File: config.mk
export PLATFORM = sky130hd
export DESIGN_NAME = hub75_bcm_scheduler
export DESIGN_NICKNAME = d
export VERILOG_FILES = /design/src/rtl/hub75_bcm_scheduler.sv
export SDC_FILE = /design/constraint.sdc
export NUM_CORES = 1
export LEC_CHECK = 0
export CAP_MARGIN = 20
export CORE_ASPECT_RATIO = 0.6
export CORE_MARGIN = 2
export CORE_UTILIZATION = 58
export CTS_CLUSTER_SIZE = 25
export DETAILED_ROUTE_END_ITERATION = 8
export GPL_ROUTABILITY_DRIVEN = 0
export PLACE_DENSITY = 0.81
export SETUP_SLACK_MARGIN = 0.4
export SKIP_LAST_GASP = 1
export SYNTH_ARGS = -nofsm -noshare
export SYNTH_HDL_FRONTEND = slang
export SYNTH_SLANG_ARGS = --single-unit
File: constraint.sdc
create_clock -name clk -period 3.9 [get_ports clk]
set_input_delay 0.975 -clock clk [delete_from_list [all_inputs] [get_ports clk]]
set_output_delay 0.975 -clock clk [all_outputs]
set_load 0.01 [all_outputs]
File: src/rtl/hub75_bcm_scheduler.sv
// HUB75 frame sequencer: walks rows and bit planes, hands each plane to the
// shift-out stage, then blanks and lights the row with a BCM-weighted on-time.
//
// state     | meaning
// ----------+-----------------------------------------------------------
// IDLE      | stopped, row/bit at 0, settings sampled when leaving
// START     | one-cycle start pulse to the shift-out stage
// WAIT_ACK  | wait for the shift-out stage to drop ready
// WAIT_DONE | wait for ready to return (shift and latch complete)
// BLANK     | OE off dead time, row address already switched
// DISPLAY   | OE on for oe_base << bit cycles
// NEXT      | advance bit/row, pulse frame_done on the frame wrap
module hub75_bcm_scheduler #(
    parameter int hpixel_p     = 64,
    parameter int vpixel_p     = 64,
    parameter int bpp_p        = 8,
    parameter int segments_p   = 2,
    parameter int oe_base_wd_p = 16,
    localparam int rows_p          = vpixel_p / segments_p,
    localparam int row_wd_p        = $clog2(rows_p),
    localparam int addr_width_p    = $clog2(hpixel_p * vpixel_p),
    localparam int pix_bit_width_p = $clog2(bpp_p)
) (
    input  logic                       clk,
    input  logic                       rst_n,
    input  logic                       i_enable,
    input  logic [oe_base_wd_p-1:0]    i_oe_base,
    input  logic [7:0]                 i_blank_cycles,
    output logic                       o_tx_start,
    output logic [addr_width_p-1:0]    o_init_addr,
    output logic [pix_bit_width_p-1:0] o_pix_bit,
    input  logic                       i_tx_ready,
    output logic [row_wd_p-1:0]        o_row_addr,
    output logic                       o_oe_n,
    output logic                       o_busy,
    output logic                       o_frame_done
);

    // one shared down-counter serves both the blank and the display phase
    localparam int cnt_wd_p = (oe_base_wd_p + bpp_p > 8) ? oe_base_wd_p + bpp_p : 8;

    typedef enum logic [2:0] {
        IDLE, START, WAIT_ACK, WAIT_DONE, BLANK, DISPLAY, NEXT
    } state_t;

    state_t                     state_q, state_nx;
    logic [row_wd_p-1:0]        row_q;
    logic [pix_bit_width_p-1:0] bit_q;
    logic [oe_base_wd_p-1:0]    oe_base_q;
    logic [7:0]                 blank_q;
    logic [cnt_wd_p-1:0]        cnt_q;
    logic [cnt_wd_p-1:0]        blank_load, disp_load;
    logic                       last_bit, last_row, cnt_tc, shift_done;

    assign last_bit   = (bit_q == pix_bit_width_p'(bpp_p - 1));
    assign last_row   = (row_q == row_wd_p'(rows_p - 1));
    assign cnt_tc     = (cnt_q == '0);
    assign shift_done = (state_q == WAIT_DONE) && i_tx_ready;
    // a blank setting of 0 still costs one BLANK cycle
    assign blank_load = (blank_q == 8'd0) ? '0 : cnt_wd_p'(blank_q - 8'd1);
    assign disp_load  = (oe_base_q == '0) ? '0
                      : (cnt_wd_p'(oe_base_q) << bit_q) - cnt_wd_p'(1);

    // state register
    always_ff @(posedge clk) begin
        if (!rst_n) state_q <= IDLE;
        else        state_q <= state_nx;
    end

    // next-state decode
    always_comb begin
        state_nx = state_q;
        case (state_q)
            IDLE:      if (i_enable)    state_nx = START;
            START:                      state_nx = WAIT_ACK;
            WAIT_ACK:  if (!i_tx_ready) state_nx = WAIT_DONE;
            WAIT_DONE: if (i_tx_ready)  state_nx = BLANK;
            BLANK:     if (cnt_tc)      state_nx = (oe_base_q != '0) ? DISPLAY : NEXT;
            DISPLAY:   if (cnt_tc)      state_nx = NEXT;
            NEXT:                       state_nx = i_enable ? START : IDLE;
            default:                    state_nx = IDLE;
        endcase
    end

    // settings capture, plane/row position and phase timer
    always_ff @(posedge clk) begin
        if (!rst_n) begin
            oe_base_q <= '0;
            blank_q   <= '0;
            row_q     <= '0;
            bit_q     <= '0;
            cnt_q     <= '0;
        end else begin
            if (state_q == IDLE && i_enable) begin
                oe_base_q <= i_oe_base;
                blank_q   <= i_blank_cycles;
            end

            // position advances as NEXT is entered so START sees the new plane
            if (state_nx == NEXT) begin
                if (last_bit) begin
                    bit_q <= '0;
                    row_q <= last_row ? '0 : row_q + row_wd_p'(1);
                end else begin
                    bit_q <= bit_q + pix_bit_width_p'(1);
                end
            end else if (state_nx == IDLE) begin
                row_q <= '0;
                bit_q <= '0;
            end

            if (shift_done)
                cnt_q <= blank_load;
            else if (state_q == BLANK && cnt_tc)
                cnt_q <= disp_load;
            else if ((state_q == BLANK || state_q == DISPLAY) && !cnt_tc)
                cnt_q <= cnt_q - cnt_wd_p'(1);
        end
    end

    // registered outputs, decoded from the next state
    always_ff @(posedge clk) begin
        if (!rst_n) begin
            o_tx_start   <= 1'b0;
            o_init_addr  <= '0;
            o_pix_bit    <= '0;
            o_row_addr   <= '0;
            o_oe_n       <= 1'b1;
            o_busy       <= 1'b0;
            o_frame_done <= 1'b0;
        end else begin
            o_tx_start   <= (state_nx == START);
            o_busy       <= (state_nx != IDLE);
            o_oe_n       <= (state_nx != DISPLAY);
            o_frame_done <= (state_nx == NEXT) && last_bit && last_row;
            if (state_nx == START) begin
                o_init_addr <= addr_width_p'(row_q) * addr_width_p'(hpixel_p);
                o_pix_bit   <= bit_q;
            end
            // row lines only move while OE is off, at the start of BLANK
            if (shift_done)
                o_row_addr <= row_q;
        end
    end

endmodule

# After elaboration in Yosys (flattened, before gate mapping)

Index checks and enable logic that the tools add are counted.

Reductions and logical operators: 18
Mux-type cells: 20
Add/sub/neg operators: 5
Shift operators: 1
Equality and inequality tests: 12

Operator list:

| kind                    | count |
|---|---|
| $mux W24                | 5 |
| $sub A24 B1 Y24 const B | 2 |
| $logic_not A24 Y1       | 1 |
| $mux W3                 | 8 |
| $shl A16 B3 Y24         | 1 |
| $pmux W3 S7             | 1 |
| $mux W5                 | 4 |
| $logic_not A16 Y1       | 1 |
| $reduce_bool A16 Y1     | 1 |
| $eq A3 B3 Y1 const B    | 5 |
| $sub A8 B1 Y9 const B   | 1 |
| $logic_not A8 Y1        | 1 |
| $eq A3 B1 Y1 const B    | 2 |
| $eq A3 B2 Y1 const B    | 2 |
| $logic_and A1 B1 Y1     | 6 |
| $logic_not A3 Y1        | 2 |
| $reduce_bool A3 Y1      | 2 |
| $add A5 B1 Y5 const B   | 1 |
| $eq A5 B5 Y1 const B    | 1 |
| $add A3 B1 Y3 const B   | 1 |
| $ne A3 B3 Y1 const B    | 1 |
| $mux W2                 | 1 |
| $ne A2 B2 Y1 const B    | 1 |
| $reduce_and A2 Y1       | 1 |
| other kinds (4)         | 4 |

Flip-flop bits (word level): 76
Output and inout bits: 24

# Longest topological paths before layout

Gate-level depths: netlist (run 1).

Word-level depth: 7
Depth in mapped cells: 14
Mapped depth without buffers: 9

# Worst setup path after synthesis (run 1)

No wires, ideal clock.

Path type: reg2reg
Start: register bit_q[1]
End: register cnt_q[22]
Stages on the path, launching flop included: 13
Required time: 3.769 ns
Buffers on the path: 6
Path slack: 0.862 ns
Arrival: 2.907 ns
Library setup time: 0.131 ns
Cell sequence: dfxtp_1 buf_2 buf_2 buf_2 buf_2 clkbuf_1 or3_1 ha_1 clkbuf_1 nand4_1 nor4_1 and3b_1 o311ai_1

Cells in the longest elaborated chain, start to end: 5

Ends and longest elaborated chain:

| item                   | line | source |
|---|---|---|
| start, declared        | 48   | `logic [pix_bit_width_p-1:0] bit_q;` |
| start signal, assigned | 105  | `bit_q <= bit_q + pix_bit_width_p'(1);` |
| $shl A16 B3 Y24        | 62   | `: (cnt_wd_p'(oe_base_q) << bit_q) - cnt_wd_p'(1);` |
| $sub A24 B1 Y24        | 62   |  |
| $mux W24               | 61   | `assign disp_load = (oe_base_q == '0) ? '0` |
| $mux W24               | 114  | `else if (state_q == BLANK && cnt_tc)` |
| $mux W24               | 112  | `if (shift_done)` |
| end signal, assigned   | 113  | `cnt_q <= blank_load;` |
| end signal, assigned   | 115  | `cnt_q <= disp_load;` |
| end signal, assigned   | 117  | `cnt_q <= cnt_q - cnt_wd_p'(1);` |
| end, declared          | 51   | `logic [cnt_wd_p-1:0] cnt_q;` |

Every way passes these cells.
A chain may end at the register's enable or synchronous reset.

# Worst setup path in the final report (run 1)

Ends and elaborated chain as after synthesis.

==> out/results.txt, run 1 <==
outcome - complete, no violations
HP Class - flop to flop
top post-synthesis cells by area - dfxtp_1 (30%), nand2_1 (7.7%), a21oi_1 (6.8%)
Startpoint Class - flop
TritonCTS clock tree - built
post-CTS setup buffer count - 0
Setup TNS Final - 0 ns
GRT Overall Usage - 32.2%
largest net degree at the start of global routing - 40
Yosys reg bits - 76
Post-Place Cells - 800
reg2reg setup slack - 0.70 ns
DIE WIDTH - 125 µm
drt initial violations - 656
Worst Hold Launch - o_row_addr[2]
worst path required time - 4.10 ns
final period demand of the worst path - 3.20 ns
Leak - 2.11 nW
Worst-Skew Late Latency - 0.35 ns
diode count - 0
RR Startpoint - bit_q[1]
Reg clk slew, reported paths - 0.06 ns
Async SR Flop Fraction - 0%
site row count - 26
synthesized area per cell - 7.48 µm²
Cell Count, Final, Fillers Out - 816
Fillers - 677
share of cells above drive strength 1 - 8.10%
routed wl met3 - 2090 µm
initial antenna violation count - 0
most frequent cells in the layout - nand2_1 (104), dfxtp_1 (75), a21oi_1 (69)
max layer used - met4
nets - 734
post-layout util - 68.5%
area grow syn2layout - 15.1%
PostCTS Resize Cnt - 0
Max clock buf depth - 2
dpl hpwl - 11000 µm
# DRC - 0
io pins - 52
Post-DP Area - 5530 µm²
Pwr Density - 399 nW/µm²
Worst Clk Skew - 0.00985 ns
Ys Warns - 0
Peak Freq - 0.313 GHz
crit share post-route - 81.9%
EDFF count, synth - 0
Slew Viols, Final - 0
RSZ-0062 raised after global routing - no
Synth Flop Type - dfxtp_1
worst-margin pin slew - 1.05 ns
Arrival @ worst endpoint - 3.40 ns
Avg Vias per Cell - 6.54
critical path peak fanout - 13
via count - 5337
Synth Cell Area - 5060 µm²
CTS root buffer - clkbuf_16
fin area - 5820 µm²
synth unique cells - 65
Setup CP Type - flop to flop
starting density of the core - 59.6%
Core ar. - 8490 µm²
final hold vios - 0
reg-to-reg endpoint - cnt_q[22]
hold_buf cts - 0
DR WL/cell - 18.7 µm
TritonCTS buffer count - 9
Cells after Synth - 676
Yosys top cell by area - dfxtp_1
M1 WL - 6820 µm
Remaining Overflow, GRT - 0
clk sinks - 76
final WL - 15300 µm
ANT nets after route - 0
vias in the first global route - 4657
Die Ht - 76.3 µm
1st-pass router iterations - 8
most common cell after layout, fill and taps aside - nand2_1
maximum vdd drop - 0.000317 V
Yosys top cell area share - 30.1%
routed length on met2 - 6200 µm
final setup fails - 0
worst hold path endpoint - o_row_addr[2]
register area - 1520 µm²
area occupied by multi-input gates - 3270 µm²
first-pass GRT wire length - 24700 µm
Slew HR - 29.5%
H-tree depth - 3
post-synthesis sequential area ratio - 30.1%
Port Buffers - 44
CP endpoint kind - flop
R2R depth - 7
Hold Path Depth - 2
Max-cap violations - 0
Die ar. - 9510 µm²
==> kinds of logic after synthesis <==
family                   Yosys count  synth area share, %
AND/OR/NAND/NOR                  283                 26.9
AO/OA/AOI/OAI                    176                 21.7
flip-flops                        76                 30.1
buffers and inverters             68                 5.81
multiplexers                      42                 9.77
XOR/XNOR                          23                 3.98
adder cells (fa/ha/maj)            7                 1.73
other                              1               0.0741
==> Yosys cell counts, types with 9 or more instances <==
cell type,instances
a21oi_1,69
dfxtp_1,76
buf_2,10
xor2_1,14
nand3_1,19
o211ai_1,12
o21ai_0,27
nand2_1,104
mux2i_1,28
nand4_1,9
mux2_2,9
a31oi_1,10
nor4_1,18
inv_1,15
clkbuf_1,34
nor2_1,62
xnor2_1,9
nor3_1,19
==> worst max-delay path by stage <==
stage / startpoint / end / slack, ns / cells past startpoint
2_1_floorplan: bit_q[1] / cnt_q[22] / 0.86 / 12
3_3_place_gp: rst_n / cnt_q[13] / 0.78 / 6
3_5_place_dp: bit_q[1] / cnt_q[22] / 0.56 / 7
4_1_cts: bit_q[1] / cnt_q[22] / 0.52 / 7
5_1_grt: bit_q[0] / cnt_q[22] / 0.48 / 7
6_report: bit_q[1] / cnt_q[22] / 0.70 / 7
==> per-stage QoR <==
step | setup WS (ns) | hold slack, ns | power [mW]
floorplan | 0.862 | 0.458 | 1.34
global placement | 0.780 | 0.441 | 1.49
detailed placement | 0.558 | 0.447 | 1.50
CTS | 0.521 | 0.455 | 2.29
global route | 0.476 | 0.493 | 2.41
finish | 0.704 | 0.453 | 2.32
==> cell type report <==
cell class | instances | area share (%)
Clock inverter | 5 | 0.645
Clock buffer | 11 | 4.17
Inverter | 16 | 1.03
Sequential cell | 76 | 26.2
Tap cell | 112 | 2.41
Timing Repair Buffer | 58 | 9.37
Multi-Input combinational cell | 538 | 56.2
==> critical path: stages, from the launching register on <==
cell and delay (ns):
dfxtp_2 0.52, mux2i_1 0.48, mux4_2 0.36, a21boi_1 0.39
nand4_1 0.39, nor4_2 0.57, and3b_1 0.24, o311ai_1 0.10
==> where the power goes <==
part | internal (mW) | switching (mW) | total [mW]
registers | 0.814 | 0.0664 | 0.881
clock network | 0.450 | 0.346 | 0.795
logic | 0.245 | 0.402 | 0.647
==> state kept, by name (all words and copies together), names as in the netlist <==
register and count:
o_pix_bit 3, o_frame_done 1, o_row_addr 5, o_tx_start 1, bit_q 3, o_busy 1
blank_q 8, o_init_addr 5, oe_base_q 16, row_q 5, state_q 3, cnt_q 24
o_oe_n 1
==> routing by layer <==
layer | up-vias | track usage, %
li1 | 2480 | -
met1 | 2469 | 49.3
met2 | 362 | 44.0
met3 | 26 | 9.55
met4 | 0 | 7.19
met5 | - | 0
Power figures use the tool's default switching activity.
==> run 2: changes to the inputs <==
Settings changed: CORE_UTILIZATION 58 to 52, PLACE_DENSITY 0.81 to 0.77.
Clock period 3.9 ns to 2.7 ns, I/O delays scaled along.
==> run 2 against run 1 <==
Against the previous run: count of clock-buffer cells in the layout fell by 1; clock skew fell by 0.0012 ns; worst setup slack got worse by 0.54 ns; maximum frequency rose by 26%; critical path depth rose by 2; non-clock buffer count rose by 86; cell area rose by 22%; sequential cell count did not move.
==> out/results.txt, run 2 (synthesis results as in run 1) <==
Leak - 2.68 nW (was 2.11 nW)
Die Ht - 80.4 µm (was 76.3 µm)
share of cells above drive strength 1 - 28.9% (was 8.10%)
largest net degree at the start of global routing - 56 (was 40)
HP Class - flop to flop (unchanged)
final WL - 18400 µm (was 15300 µm)
final setup fails - 0 (unchanged)
R2R depth - 9 (was 7)
vias in the first global route - 5408 (was 4657)
RSZ-0062 raised after global routing - yes (was no)
hold_buf cts - 0 (unchanged)
GRT Overall Usage - 33.8% (was 32.2%)
H-tree depth - 3 (unchanged)
via count - 5924 (was 5337)
Avg Vias per Cell - 6.44 (was 6.54)
site row count - 27 (was 26)
Die ar. - 10600 µm² (was 9510 µm²)
Max-cap violations - 0 (unchanged)
maximum vdd drop - 0.000418 V (was 0.000317 V)
Worst Hold Launch - o_row_addr[3] (was o_row_addr[2])
worst-margin pin slew - 0.665 ns (was 1.05 ns)
largest registers - cnt_q (24), oe_base_q (16), blank_q (8) (unchanged)
Port Buffers - 44 (unchanged)
final hold vios - 0 (unchanged)
io pins - 52 (unchanged)
diode count - 0 (unchanged)
Core ar. - 9320 µm² (was 8490 µm²)
Remaining Overflow, GRT - 0 (unchanged)
DR WL/cell - 20.0 µm (was 18.7 µm)
DIE WIDTH - 131 µm (was 125 µm)
starting density of the core - 54.2% (was 59.6%)
ANT nets after route - 0 (unchanged)
Startpoint Class - flop (unchanged)
Setup CP Type - flop to flop (unchanged)
RR Startpoint - bit_q[1] (unchanged)
Biggest register - cnt_q (unchanged)
Pwr Density - 546 nW/µm² (was 399 nW/µm²)
crit share post-route - 93.8% (was 81.9%)
drt initial violations - 740 (was 656)
final period demand of the worst path - 2.53 ns (was 3.20 ns)
Slew Viols, Final - 0 (unchanged)
max reg flops - 24 (unchanged)
TritonCTS clock tree - built (unchanged)
Peak Freq - 0.395 GHz (was 0.313 GHz)
CTS root buffer - clkbuf_16 (unchanged)
outcome - complete, no violations (unchanged)
area grow syn2layout - 40.6% (was 15.1%)
first-pass GRT wire length - 28200 µm (was 24700 µm)
initial antenna violation count - 0 (unchanged)
Hold Path Depth - 2 (unchanged)
Slew HR - 55.4% (was 29.5%)
Worst Clk Skew - 0.00867 ns (was 0.00985 ns)
Reg clk slew, reported paths - 0.06 ns (about the same)
critical path peak fanout - 7 (was 13)
Worst-Skew Late Latency - 0.34 ns (was 0.35 ns)
nets - 820 (was 734)
1st-pass router iterations - 5 (was 8)
# DRC - 0 (unchanged)
Hold WS - 0.454 ns (was 0.453 ns)
most common cell after layout, fill and taps aside - nand2_1 (unchanged)
worst hold path endpoint - o_row_addr[3] (was o_row_addr[2])
most frequent cells in the layout - nand2_1 (98), buf_4 (84), dfxtp_1 (66) (was nand2_1 (104), dfxtp_1 (75), a21oi_1 (69))
Setup TNS Final - 0 ns (unchanged)
CP endpoint kind - flop (unchanged)
reg2reg setup slack - 0.17 ns (was 0.70 ns)
Arrival @ worst endpoint - 2.75 ns (was 3.40 ns)
Max clock buf depth - 2 (unchanged)
dpl hpwl - 11900 µm (was 11000 µm)
reg-to-reg endpoint - cnt_q[12] (was cnt_q[22])
clk sinks - 76 (unchanged)
TritonCTS buffer count - 9 (unchanged)
worst path required time - 2.91 ns (was 4.10 ns)
run 2: changes by cell type in the layout (fill, tap and decap cells not counted), sizes merged:
cell      previous run  this run
buf                 14       100
bufinv               0         1
clkbuf              11        10
clkinv               3         0
clkinvlp             2         3
inv                 16        18
run 2: report_power, final:
| part | switching, mW | leakage (nW) | total (mW) | internal (mW) |
|---|---|---|---|---|
| clock | 0.522 | 0.142 | 1.27 | 0.748 |
| sequential | 0.0993 | 0.622 | 1.28 | 1.18 |
| combinational | 0.750 | 1.92 | 1.34 | 0.586 |
run 2: how the worst max path moves through the flow:
stage | from | end | cells after the start | slack [ns]
5_1_grt | bit_q[1] | cnt_q[12] | 10 | 0.12
3_5_place_dp | cnt_q[14] | row_q[3] | 7 | 0.01
2_1_floorplan | cnt_q[14] | cnt_q[1] | 8 | 0.08
3_3_place_gp | cnt_q[15] | row_q[3] | 7 | 0.08
6_report | bit_q[1] | cnt_q[12] | 9 | 0.17
4_1_cts | bit_q[1] | cnt_q[19] | 10 | 0.28
run 2: layer usage:
metal  share of wire [%]  track usage [%]  wire (µm)
met5                   0                0          0
met4                 2.6             10.4        483
met3                  12             9.66       2180
met2                  44             52.1       8020
met1                  42             46.0       7740
run 2: repair_timing:
item                                    CTS  global route
gates resized for setup                  69            54
pin swaps                                33            28
endpoints found under the setup margin   36            36
buffers inserted                         19            16
run 2: area by class of cell:
| class | count | area [µm²] |
|---|---|---|
| Clock buffer | 10 | 239 |
| Clock inverter | 6 | 70.1 |
| Fill cell | 637 | 2210 |
| Inverter | 16 | 60.1 |
| Multi-Input combinational cell | 538 | 3770 |
| Sequential cell | 76 | 1540 |
| Tap cell | 130 | 163 |
| Timing Repair Buffer | 144 | 1270 |
run 2: through the flow:
step,instances,utilization (%),power [mW],area [µm²],worst slack [ns]
6_report,920,76.3,3.88,7110,0.168
5_1_grt,920,76.3,4.03,7110,0.124
4_1_cts,904,72.2,3.72,6740,0.282
3_5_place_dp,869,64.1,2.31,5980,0.00970
3_3_place_gp,869,64.1,2.28,5980,0.0827
2_1_floorplan,682,-,1.95,5170,0.0761
run 2: critical path: stages (launching register included):
cell and delay, ns:
dfxtp_4 0.38, buf_12 0.11, mux2i_2 0.27, mux4_2 0.33, a21boi_4 0.19, nand4_1 0.15, buf_6 0.18, nor3_1 0.26
xor2_1 0.39, o21ai_0 0.14
